[config.mk]
export PLATFORM = sky130hd
export DESIGN_NAME = video_timing_generator
export DESIGN_NICKNAME = d
export VERILOG_FILES = /design/src/rtl/video_timing_generator.sv
export SDC_FILE = /design/constraint.sdc
export NUM_CORES = 1
export LEC_CHECK = 0
export BUFFER_PORTS_ARGS = -buffer_cell sky130_fd_sc_hd__buf_2
export CORE_AREA = 10 10 79 81
export CTS_CLUSTER_SIZE = 12
export DETAILED_ROUTE_END_ITERATION = 8
export DIE_AREA = 0 0 89 91
export HOLD_SLACK_MARGIN = 0.08
export PLACE_DENSITY = 0.77
export SLEW_MARGIN = 20
export SYNTH_ARGS = -nofsm -noshare
export SYNTH_HDL_FRONTEND = slang
export SYNTH_SLANG_ARGS = --single-unit
export TNS_END_PERCENT = 10
[constraint.sdc]
create_clock -name in_vga_clk -period 3 [get_ports in_vga_clk]
set_clock_uncertainty 0.15 [all_clocks]
set_input_delay 0.6 -clock in_vga_clk [delete_from_list [all_inputs] [get_ports in_vga_clk]]
set_output_delay 0.6 -clock in_vga_clk [all_outputs]
set_load 0.005 [all_outputs]
[src/rtl/video_timing_generator.sv]
// Parametrised VESA-style raster timing generator with pixel clock enable,
// selectable sync polarity and a sync/blank delay line for pipeline matching.
module video_timing_generator #(
   parameter int H_ACTIVE   = 800,
   parameter int H_FRONT    = 56,
   parameter int H_SYNC     = 120,
   parameter int H_BACK     = 64,
   parameter int V_ACTIVE   = 600,
   parameter int V_FRONT    = 37,
   parameter int V_SYNC     = 6,
   parameter int V_BACK     = 23,
   parameter int H_SYNC_POL = 0,
   parameter int V_SYNC_POL = 0,
   parameter int COUNT_W    = 11,
   parameter int PIPE_DELAY = 0
) (
   input  logic               in_vga_clk,
   input  logic               in_reset,
   input  logic               in_pixel_en,
   output logic [COUNT_W-1:0] out_pixel_x,
   output logic [COUNT_W-1:0] out_pixel_y,
   output logic               out_blank_n,
   output logic               out_h_sync,
   output logic               out_v_sync,
   output logic               out_line_start,
   output logic               out_frame_start
);

   localparam int H_TOTAL   = H_ACTIVE + H_FRONT + H_SYNC + H_BACK;
   localparam int V_TOTAL   = V_ACTIVE + V_FRONT + V_SYNC + V_BACK;
   localparam int MAX_TOTAL = (H_TOTAL > V_TOTAL) ? H_TOTAL : V_TOTAL;

   if ((longint'(1) << COUNT_W) <= longint'(MAX_TOTAL - 1)) begin : g_bad_count_w
      $error("COUNT_W too narrow for the configured line/frame totals");
   end
   if (PIPE_DELAY < 0 || PIPE_DELAY > 4) begin : g_bad_pipe_delay
      $error("PIPE_DELAY must be in 0..4");
   end

   typedef logic [COUNT_W-1:0] count_t;

   typedef struct packed {
      logic blank_n;
      logic h_sync;
      logic v_sync;
   } sync_t;

   // Inclusive last positions keep every bound representable in COUNT_W bits.
   localparam count_t H_LAST       = count_t'(H_TOTAL - 1);
   localparam count_t H_ACT_LAST   = count_t'(H_ACTIVE - 1);
   localparam count_t H_SYNC_FIRST = count_t'(H_ACTIVE + H_FRONT);
   localparam count_t H_SYNC_LAST  = count_t'(H_ACTIVE + H_FRONT + H_SYNC - 1);
   localparam count_t V_LAST       = count_t'(V_TOTAL - 1);
   localparam count_t V_ACT_LAST   = count_t'(V_ACTIVE - 1);
   localparam count_t V_SYNC_FIRST = count_t'(V_ACTIVE + V_FRONT);
   localparam count_t V_SYNC_LAST  = count_t'(V_ACTIVE + V_FRONT + V_SYNC - 1);

   localparam logic  H_ASSERT  = (H_SYNC_POL != 0);
   localparam logic  V_ASSERT  = (V_SYNC_POL != 0);
   localparam sync_t SYNC_IDLE = '{blank_n: 1'b0, h_sync: !H_ASSERT, v_sync: !V_ASSERT};

   count_t h_count;
   count_t v_count;
   logic   h_active;
   logic   v_active;
   sync_t  sync_now;
   sync_t  sync_pipe [PIPE_DELAY+1];

   // NOTE: sequential state uses non-blocking assignments so every register
   // samples pre-edge values regardless of process ordering.
   always_ff @(posedge in_vga_clk) begin
      if (in_reset) begin
         h_count <= '0;
         v_count <= '0;
      end else if (in_pixel_en) begin
         if (h_count == H_LAST) begin
            h_count <= '0;
            v_count <= (v_count == V_LAST) ? '0 : v_count + 1'b1;
         end else begin
            h_count <= h_count + 1'b1;
         end
      end
   end

   always_comb begin
      h_active         = (h_count <= H_ACT_LAST);
      v_active         = (v_count <= V_ACT_LAST);
      sync_now.blank_n = h_active && v_active;
      sync_now.h_sync  = (h_count >= H_SYNC_FIRST && h_count <= H_SYNC_LAST) ? H_ASSERT : !H_ASSERT;
      sync_now.v_sync  = (v_count >= V_SYNC_FIRST && v_count <= V_SYNC_LAST) ? V_ASSERT : !V_ASSERT;
   end

   // Stage 0 of sync_pipe is aligned with the coordinates; later stages add
   // the downstream pixel-pipeline latency, advancing only on enabled cycles.
   always_ff @(posedge in_vga_clk) begin
      if (in_reset) begin
         out_pixel_x     <= '0;
         out_pixel_y     <= '0;
         out_line_start  <= 1'b0;
         out_frame_start <= 1'b0;
         // NOTE: the delay line is a handful of flops, not a RAM, so every stage
         // is reset to idle levels to avoid emitting stale sync after reset.
         for (int i = 0; i <= PIPE_DELAY; i++) begin
            sync_pipe[i] <= SYNC_IDLE;
         end
      end else if (in_pixel_en) begin
         if (h_active && v_active) begin
            out_pixel_x <= h_count;
            out_pixel_y <= v_count;
         end else begin
            out_pixel_x <= '0;
            out_pixel_y <= '0;
         end
         out_line_start  <= (h_count == '0) && v_active;
         out_frame_start <= (h_count == '0) && (v_count == '0);
         sync_pipe[0]    <= sync_now;
         for (int i = 1; i <= PIPE_DELAY; i++) begin
            sync_pipe[i] <= sync_pipe[i-1];
         end
      end
   end

   assign out_blank_n = sync_pipe[PIPE_DELAY].blank_n;
   assign out_h_sync  = sync_pipe[PIPE_DELAY].h_sync;
   assign out_v_sync  = sync_pipe[PIPE_DELAY].v_sync;

endmodule

==> results of run 1 <==
## how the worst max path moves through the flow
stage,start,end,slack (ps),depth (start not counted)
after floorplan,h_count[7],v_count[7],590,7
after global placement,h_count[7],v_count[10],400,4
after detailed placement,h_count[7],v_count[10],360,4
after CTS,h_count[7],v_count[10],320,4
after global routing,h_count[7],v_count[10],180,4
final,h_count[7],v_count[10],300,4
## metal layers
layer	GRT usage, %	up-vias	routed length, um
met1	17.6	942	2520
met4	4.91	0	73
met3	2.86	7	275
met2	18.4	39	2250
met5	0	-	0
li1	-	1018	-
## logic make-up after synthesis
kind of cell,Yosys count
and+or+nand+nor,112
AOI/OAI and AO/OA,58
DFF,49
buffers and inverters,35
xor gates and xnor gates,10
adders and majority gates,6
## registers in the layout, summed over array words and instances (netlist names)
name             count
h_count             11
out_frame_start      1
out_line_start       1
out_pixel_x         11
out_pixel_y         11
sync_pipe            3
v_count             11
## worst reg2reg max path: stages (launching register included)
cell	delay [ps]
dfxtp_1	380
or4_1	630
or4_1	750
or4_1	580
a21oi_1	150
## through the flow
step                      instances  util, %  worst slack [ps]
after CTS                       353     55.8               323
after floorplan                 270        -               587
final                           353     55.8               299
after detailed placement        345     53.4               356
after global placement          345     53.4               398
after global routing            353     55.8               184
## layout make-up
cell class,instances,area (sq um)
clock buffer,5,68.8
clock inverter,3,46.3
fill,425,2060
inverter,20,75.1
multi-input combinational,186,1140
sequential,49,1010
tap,54,67.6
timing repair buffer,36,198
## power groups by stage
| stage | combinational [mW] | sequential [mW] | clock, mW |
|---|---|---|---|
| floorplan | 0.0243 | 0.685 | 0 |
| global placement | 0.0433 | 0.684 | 0 |
| detailed placement | 0.0436 | 0.684 | 0 |
| CTS | 0.0436 | 0.669 | 0.483 |
| global route | 0.0490 | 0.670 | 0.514 |
| finish | 0.0432 | 0.669 | 0.472 |
## cells in the final DEF, fill, tap and decap left out, types with 2 or more instances in the layout
master,Yosys,routed
nand2_1,33,33
nor4_1,6,6
or3_1,3,3
o211ai_1,2,2
o21ai_0,9,9
nor4bb_1,2,2
o31ai_1,20,20
inv_1,20,20
o21a_1,2,2
edfxtp_1,3,3
nor3_1,6,6
nand4_1,7,7
buf_4,1,7
and4_1,3,3
dfxtp_1,46,46
nand3_1,13,13
clkbuf_8,0,5
nand2b_1,2,2
buf_2,2,29
or4_1,7,7
nor2_1,19,19
and2_1,5,5
xnor2_1,10,10
a21oi_1,13,13
ha_1,6,6
==> results.yml, run 1 <==
cts:
  cts_sinks: 49
  post_cts_resized: 0
  worstSkewPairLatency_ps: 300
  cts_root_buffer: "clkbuf_8"
  cts_tree: "built"
  cts_buffers: 5
  ctsHtreeMaxLevel: 2
  clockBufferDepth: 2
  path_clk_slew_ps: 90
  holdBufCountCts: 0
  cts_setup_buffers: 0
power_and_ir_drop:
  clock_power_share_pct: 39.9
  power.leakage_nw: 0.942
  p_switching_uw: 256
  intPower_uw: 929
  fin_total_pwr_mw: 1.18
  seq_power_share_pct: 56.5
  sw_frac_of_total_pct: 21.6
  powerDensity_nw_per_um2: 455
  combPwrFrac_pct: 3.6
  ir_worst_vdd_mv: 0.210
critical_path:
  cp.arrival_ps: 2790
  r2r_cells: 4
  crit_top_cell: "or4_1"
  ff2ff_setup_slack_ps: 300
  rr_startpoint: "h_count[7]"
  cp-start-kind: "register"
  critPathMaxStageDelay_ps: 740
  critPathRequiredTime_ps: 3090
  criticalPathCategory: "register to register"
  r2r_end: "v_count[10]"
  end_kind: "register"
  critPathBufInv: 0
  path_delay_family: "simple AND/OR/NAND/NOR gates"
  cp_max_fo: 16
  cp_slowest_cell: "or4_1"
  crit_chain: "or4_1 > or4_1 > or4_1 > a21oi_1"
detailed_routing:
  routedWlPerCell_um: 14.5
  drt_first_iter_violations: 199
  drtPass1Iterations: 4
  wirelength_um: 5110
  route.detailed.drc: 0
  via_per_inst: 5.68
  postRouteAntennaNets: 0
  vias: 2006
logic_synthesis:
  ys_types: 42
  synthMuxAreaShare_pct: 0
  ys_warn_count: 0
  syn-cell-area_sq_um: 2280
  synth_compound_area_share_pct: 17.0
  synthTopCellsByArea: "dfxtp_1 (40%), o31ai_1 (6.6%), nand2_1 (5.4%)"
  yosys.area_share.adder_pct: 3.29
  yosysTopAreaCell: "dfxtp_1"
  yosysSeqAreaShare_pct: 44.3
  ys.flop_type: "dfxtp_1"
  synthXorXnorAreaFrac_pct: 3.84
  synth-edff-count: 3
  post-synth-top-area-fraction_pct: 40.4
  ys_ff_latch: 49
  synth-simple-area-share_pct: 25.5
  synthArstFlopShare_pct: 0
  synth_top_family_by_area: "simple AND/OR/NAND/NOR gates"
  synth.most_common_cell: "dfxtp_1"
  syn_inst: 270
  synthTopCellsByCount: "dfxtp_1 (46), nand2_1 (33), inv_1 (20), o31ai_1 (20), nor2_1 (19)"
  syn_avg_cell_area_sq_um: 8.44
  syn-num-nets: 279
global_routing:
  first_global_vias: 1776
  antenna_found_initial: 0
  grt_pass1_wl_um: 8560
  grt_max_degree: 26
  globalRouteTotalUtil_pct: 12.7
  gr-total-overflow: 0
timing:
  min_period_ps: 2700
  worst_pin_slew_ps: 541
  grt_setup_unrepaired: "no"
  finalHoldViolCount: 0
  tns_ps: 0
  slew_viol_final: 0
  hold_ws_ps: 304
  slew_headroom_pct: 63.6
  finalCritPeriodShare_pct: 90.0
  setup_violations: 0
  fmax_mhz: 370
place:
  placed_cell_area_sq_um: 2490
  io_buffers: 29
  gp_congestion: 0.898
  hpwlAfterDp_um: 3820
flow_run:
  drv_cap: 0
worst_hold_path:
  worstHoldStart: "out_pixel_y[6]"
  min_to: "out_pixel_y[6]"
  hold-path-cell-count: 2
  holdCritPathClass: "register to register"
final_layout:
  fin_nets: 307
  num_antenna_cells: 0
  drive_above_1_share_pct: 16.1
  stdcell_area_sq_um: 2600
  area_growth_pct: 14.2
die:
  dieArea_sq_um: 8100
  io_pins: 30
  die_w_um: 89
  core_sq_um: 4660
  start_util_pct: 48.9
  row_count: 25
  die_h_um: 91
run_status:
  outcome: "complete, no violations"
Note: power is estimated with default switching activity, not from simulation.
==> run 2, diff against run 1 <==
--- a/config.mk
+++ b/config.mk
@@ -5,13 +5,14 @@
 export SDC_FILE = /design/constraint.sdc
 export NUM_CORES = 1
 export LEC_CHECK = 0
+export ABC_AREA = 1
 export BUFFER_PORTS_ARGS = -buffer_cell sky130_fd_sc_hd__buf_2
-export CORE_AREA = 10 10 79 81
+export CORE_AREA = 10 10 82 84
 export CTS_CLUSTER_SIZE = 12
 export DETAILED_ROUTE_END_ITERATION = 8
-export DIE_AREA = 0 0 89 91
+export DIE_AREA = 0 0 92 94
 export HOLD_SLACK_MARGIN = 0.08
-export PLACE_DENSITY = 0.77
+export PLACE_DENSITY = 0.76
 export SLEW_MARGIN = 20
 export SYNTH_ARGS = -nofsm -noshare
 export SYNTH_HDL_FRONTEND = slang
==> results.yml, run 2 <==
logic_synthesis:
  synthMuxAreaShare_pct: 0
  synthTopCellsByArea: "dfxtp_1 (37%), nand2_1 (15%), nand3_1 (9.8%)"
  synth-edff-count: 3
  ys_ff_latch: 49
  yosysSeqAreaShare_pct: 41.1
  ys_warn_count: 0
  synth.most_common_cell: "nand2_1"
  ys_types: 35
  syn_inst: 353
  syn-cell-area_sq_um: 2460
  syn-num-nets: 362
  synthTopCellsByCount: "nand2_1 (96), nand3_1 (48), dfxtp_1 (46)"
  ys.flop_type: "dfxtp_1"
  synth-simple-area-share_pct: 38.7
  post-synth-top-area-fraction_pct: 37.4
  synth_top_family_by_area: "simple AND/OR/NAND/NOR gates"
  yosys.area_share.adder_pct: 3.05
  synthXorXnorAreaFrac_pct: 1.42
  synth_compound_area_share_pct: 6.81
  syn_avg_cell_area_sq_um: 6.97
  synthArstFlopShare_pct: 0
  yosysTopAreaCell: "dfxtp_1"
die:
  die_w_um: 92
  core_sq_um: 5070
  start_util_pct: 48.5
  die_h_um: 94
  row_count: 26
  io_pins: 30
  dieArea_sq_um: 8650
timing:
  worst_slack_ps: 823
  fmax_mhz: 459
  setup_violations: 0
  finalHoldViolCount: 0
  worst_pin_slew_ps: 672
  slew_headroom_pct: 55.1
  tns_ps: 0
  hold_ws_ps: 291
  min_period_ps: 2180
  grt_setup_unrepaired: "no"
  slew_viol_final: 0
  finalCritPeriodShare_pct: 72.6
global_routing:
  antenna_found_initial: 0
  grt_pass1_wl_um: 9650
  globalRouteTotalUtil_pct: 13.2
  first_global_vias: 2121
  gr-total-overflow: 0
  grt_max_degree: 24
worst_hold_path:
  hold-path-cell-count: 2
  min_to: "out_pixel_y[10]"
  holdCritPathClass: "register to register"
  worstHoldStart: "out_pixel_y[10]"
final_layout:
  multi_input_area_sq_um: 1230
  most-common-layout-cells: "nand2_1 (96), nand3_1 (48), dfxtp_1 (46)"
  final_core_util_pct: 53.5
  fillers: 515
  area_growth_pct: 10.3
  register_area_sq_um: 1010
  drive_above_1_share_pct: 12.4
  num_antenna_cells: 0
  final_common_cell: "nand2_1"
  fin_nets: 387
cts:
  cts_buffers: 5
  holdBufCountCts: 0
  cts_tree: "built"
  cts_sinks: 49
  post_cts_resized: 0
  path_clk_slew_ps: 100
  cts_setup_buffers: 0
  ctsHtreeMaxLevel: 2
  worstSkewPairLatency_ps: 310
  cts_root_buffer: "clkbuf_8"
  clockBufferDepth: 2
critical_path:
  cp_max_fo: 22
  cp-start-kind: "register"
  r2r_cells: 6
  ff2ff_setup_slack_ps: 820
  end_kind: "register"
  critPathRequiredTime_ps: 2920
  cp.arrival_ps: 2100
  r2r_end: "sync_pipe[0][2]"
  criticalPathCategory: "register to register"
  rr_startpoint: "v_count[9]"
detailed_routing:
  drtPass1Iterations: 6
  wirelength_um: 5770
  via_per_inst: 5.31
  routedWlPerCell_um: 12.8
  route.detailed.drc: 0
  vias: 2384
  drt_first_iter_violations: 299
  postRouteAntennaNets: 0
power_and_ir_drop:
  p_switching_uw: 269
  power.leakage_nw: 1.24
  sw_frac_of_total_pct: 24.1
  ir_worst_vdd_mv: 0.198
  clock_power_share_pct: 35.7
  powerDensity_nw_per_um2: 411
  intPower_uw: 847
  seq_power_share_pct: 60.1
  combPwrFrac_pct: 4.3
flow_run:
  drv_cap: 0
place:
  io_buffers: 29
  hpwlAfterDp_um: 4350
  gp_congestion: 0.984
  pre_cts_ws_ps: 886
run_status:
  outcome: "complete, no violations"
run 2: power by group through the flow:
stage,Sequential (mW),Clock (mW),Combinational (mW)
after floorplan,0.685,0,0.0314
after global placement,0.685,0,0.0468
after detailed placement,0.685,0,0.0479
after CTS,0.670,0.408,0.0483
after global routing,0.671,0.436,0.0537
final,0.670,0.398,0.0476
run 2: cell type report:
class / count / share of cell area [%]
Timing Repair Buffer: 30 / 5.62
Sequential cell: 49 / 37.2
Tap cell: 70 / 3.23
Clock inverter: 3 / 0.783
Clock buffer: 5 / 2.53
Inverter: 38 / 5.25
Multi-Input combinational cell: 254 / 45.3
run 2: cell families (layout without fill, tap and decap cells):
kind of cell               after synthesis  after routing
AOI/OAI and AO/OA                       30             30
xor gates and xnor gates                 4              4
adders and majority gates                6              6
buffers and inverters                   50             76
DFF                                     49             49
and+or+nand+nor                        214            214
run 2: how the worst max path moves through the flow:
stage / start / depth (start not counted) / slack (ps) / end
2_1_floorplan: h_count[0] / 6 / 1430 / v_count[2]
6_report: v_count[9] / 6 / 820 / sync_pipe[0][2]
3_5_place_dp: v_count[9] / 6 / 890 / sync_pipe[0][2]
3_3_place_gp: in_pixel_en / 9 / 940 / out_pixel_y[8]
4_1_cts: v_count[9] / 6 / 850 / sync_pipe[0][2]
5_1_grt: v_count[9] / 6 / 670 / sync_pipe[0][2]
run 2: routing by layer:
metal	wire length (um)	vias up	global-route usage (%)
met4	133	0	6.30
met5	0	-	0
met1	2570	1051	16.6
met3	566	15	3.68
met2	2500	131	20.4
li1	-	1187	-
run 2: per-stage QoR:
| step | power [mW] | instances | cell area, sq um |
|---|---|---|---|
| finish | 1.12 | 449 | 2720 |
| global route | 1.16 | 449 | 2720 |
| CTS | 1.13 | 449 | 2720 |
| detailed placement | 0.733 | 441 | 2630 |
| global placement | 0.732 | 441 | 2630 |
| floorplan | 0.717 | 353 | 2460 |
run 2: critical path, stage by stage, from the launching register on:
cell,delay [ps]
dfxtp_1,490
nand2_1,130
nor2_2,240
nand3_1,120
nand3b_1,90
nand2_1,400
and2_1,310
==> run 3, diff against run 2 <==
--- a/config.mk
+++ b/config.mk
@@ -12,7 +12,7 @@
 export DETAILED_ROUTE_END_ITERATION = 8
 export DIE_AREA = 0 0 92 94
 export HOLD_SLACK_MARGIN = 0.08
-export PLACE_DENSITY = 0.76
+export PLACE_DENSITY = 0.79
 export SLEW_MARGIN = 20
 export SYNTH_ARGS = -nofsm -noshare
 export SYNTH_HDL_FRONTEND = slang
==> constraint.sdc (replaced) <==
create_clock -name in_vga_clk -period 1.88 [get_ports in_vga_clk]
set_clock_uncertainty 0.15 [all_clocks]
set_input_delay 0.376 -clock in_vga_clk [delete_from_list [all_inputs] [get_ports in_vga_clk]]
set_output_delay 0.376 -clock in_vga_clk [all_outputs]
set_load 0.005 [all_outputs]
==> results.yml, run 3 (synthesis gave the netlist of run 2 again) <==
final_layout:
  final_common_cell: "nand2_1"
  area_growth_pct: 18.1
  multi_input_area_sq_um: 1250
  fin_nets: 411
  register_area_sq_um: 1010
  stdcell_area_sq_um: 2910
  num_antenna_cells: 0
  drive_above_1_share_pct: 19.1
  fillers: 498
  most-common-layout-cells: "nand2_1 (96), nand3_1 (47), dfxtp_1 (43)"
  final_core_util_pct: 57.3
timing:
  finalCritPeriodShare_pct: 92.6
  setup_violations: 0
  min_period_ps: 1740
  slew_headroom_pct: 80.2
  finalHoldViolCount: 0
  slew_viol_final: 0
  worst_pin_slew_ps: 293
  fmax_mhz: 574
critical_path:
  r2r_cells: 7
  critPathBufInv: 2
  ff2ff_setup_slack_ps: 140
  end_kind: "register"
  critPathMaxStageDelay_ps: 420
  criticalPathCategory: "register to register"
  rr_startpoint: "v_count[9]"
  cp_slowest_cell: "dfxtp_1"
  crit_top_cell: "nand2_1"
  cp-start-kind: "register"
  crit_chain: "inv_1 > o21ai_0 > nand3b_1 > nand2_1 > buf_4 > nand3_1 > nand2_1"
  cp_max_fo: 10
  cp.arrival_ps: 1790
  r2r_end: "out_pixel_x[6]"
  critPathRequiredTime_ps: 1930
  path_delay_family: "simple AND/OR/NAND/NOR gates"
die:
  row_count: 26
  dieArea_sq_um: 8650
  die_w_um: 92
  io_pins: 30
  start_util_pct: 48.5
  die_h_um: 94
  core_sq_um: 5070
detailed_routing:
  routedWlPerCell_um: 13.4
  drtPass1Iterations: 5
  route.detailed.drc: 0
  drt_first_iter_violations: 328
  wirelength_um: 6340
  via_per_inst: 5.12
  postRouteAntennaNets: 0
  vias: 2421
power_and_ir_drop:
  powerDensity_nw_per_um2: 607
  power.leakage_nw: 1.35
  ir_worst_vdd_mv: 0.302
global_routing:
  gr-total-overflow: 0
  first_global_vias: 2251
  grt_max_degree: 16
  grt_pass1_wl_um: 10700
  antenna_found_initial: 0
  globalRouteTotalUtil_pct: 15.0
cts:
  cts_setup_buffers: 0
  ctsHtreeMaxLevel: 2
  worstSkewPairLatency_ps: 310
  cts_sinks: 49
  cts_root_buffer: "clkbuf_8"
  holdBufCountCts: 0
  cts_buffers: 5
  path_clk_slew_ps: 90
  clockBufferDepth: 2
  cts_tree: "built"
place:
  io_buffers: 29
  hpwlAfterDp_um: 5020
  placed_cell_area_sq_um: 2810
  gp_congestion: 1.02
worst_hold_path:
  hold-path-cell-count: 2
  min_to: "out_pixel_x[10]"
  worstHoldStart: "in_reset"
  holdCritPathClass: "input pin to register"
flow_run:
  drv_cap: 0
run_status:
  outcome: "complete, no violations"
[run 3: cell count changes in the layout (fill, tap and decap cells not counted), moves of 2 or more]
cell,before,now
dfxtp_1,46,43
dfxtp_2,0,3
clkbuf_1,0,2
buf_4,1,25
[run 3: layer usage]
metal	up-vias	part of all wire, %	global-route usage [%]
li1	1235	-	-
met1	1084	46	19.1
met2	90	45	23.8
met3	12	7.4	3.92
met4	0	2.0	5.27
met5	-	0	0
[run 3: worst max path at each step]
stage               startpoint        endpoint  slack, ps  cells past startpoint
finish              v_count[9]  out_pixel_x[6]        140                      7
global route        h_count[0]  out_pixel_x[8]         -6                      8
CTS                 h_count[1]  out_pixel_y[0]         30                      8
detailed placement  h_count[1]      v_count[2]         10                      6
global placement    h_count[1]      v_count[2]         20                      6
floorplan           h_count[0]      v_count[2]        310                      6
[run 3: repair_timing]
item | 4_1_cts | 5_1_grt
pin swaps | 0 | 0
setup endpoints to repair | 1 | 31
resized for setup | 1 | 7
hold endpoints to repair | 0 | 0
[run 3: cell type report]
cell class	instances	share of cell area [%]
clock buffers	7	2.62
clock inverters	1	0.258
inverters	38	4.91
multi-input cells	254	42.9
flip-flops and latches	49	34.9
well taps	70	3.01
repair buffers	54	11.4
[run 3: stage by stage]
step | TNS (ps) | cells | setup slack [ps] | hold WS (ps) | total power, mW
5_1_grt | -5.66 | 473 | -5.66 | 189 | 1.83
4_1_cts | 0 | 473 | 32.6 | 183 | 1.78
3_5_place_dp | 0 | 465 | 14.5 | 285 | 1.18
6_report | 0 | 473 | 139 | 184 | 1.76
3_3_place_gp | 0 | 465 | 15.2 | 277 | 1.17
2_1_floorplan | 0 | 353 | 314 | 283 | 1.14
[run 3: where the power goes]
part	switching [mW]	internal (mW)
clock	0.348	0.264
sequential	0.00801	1.06
combinational	0.0526	0.0305
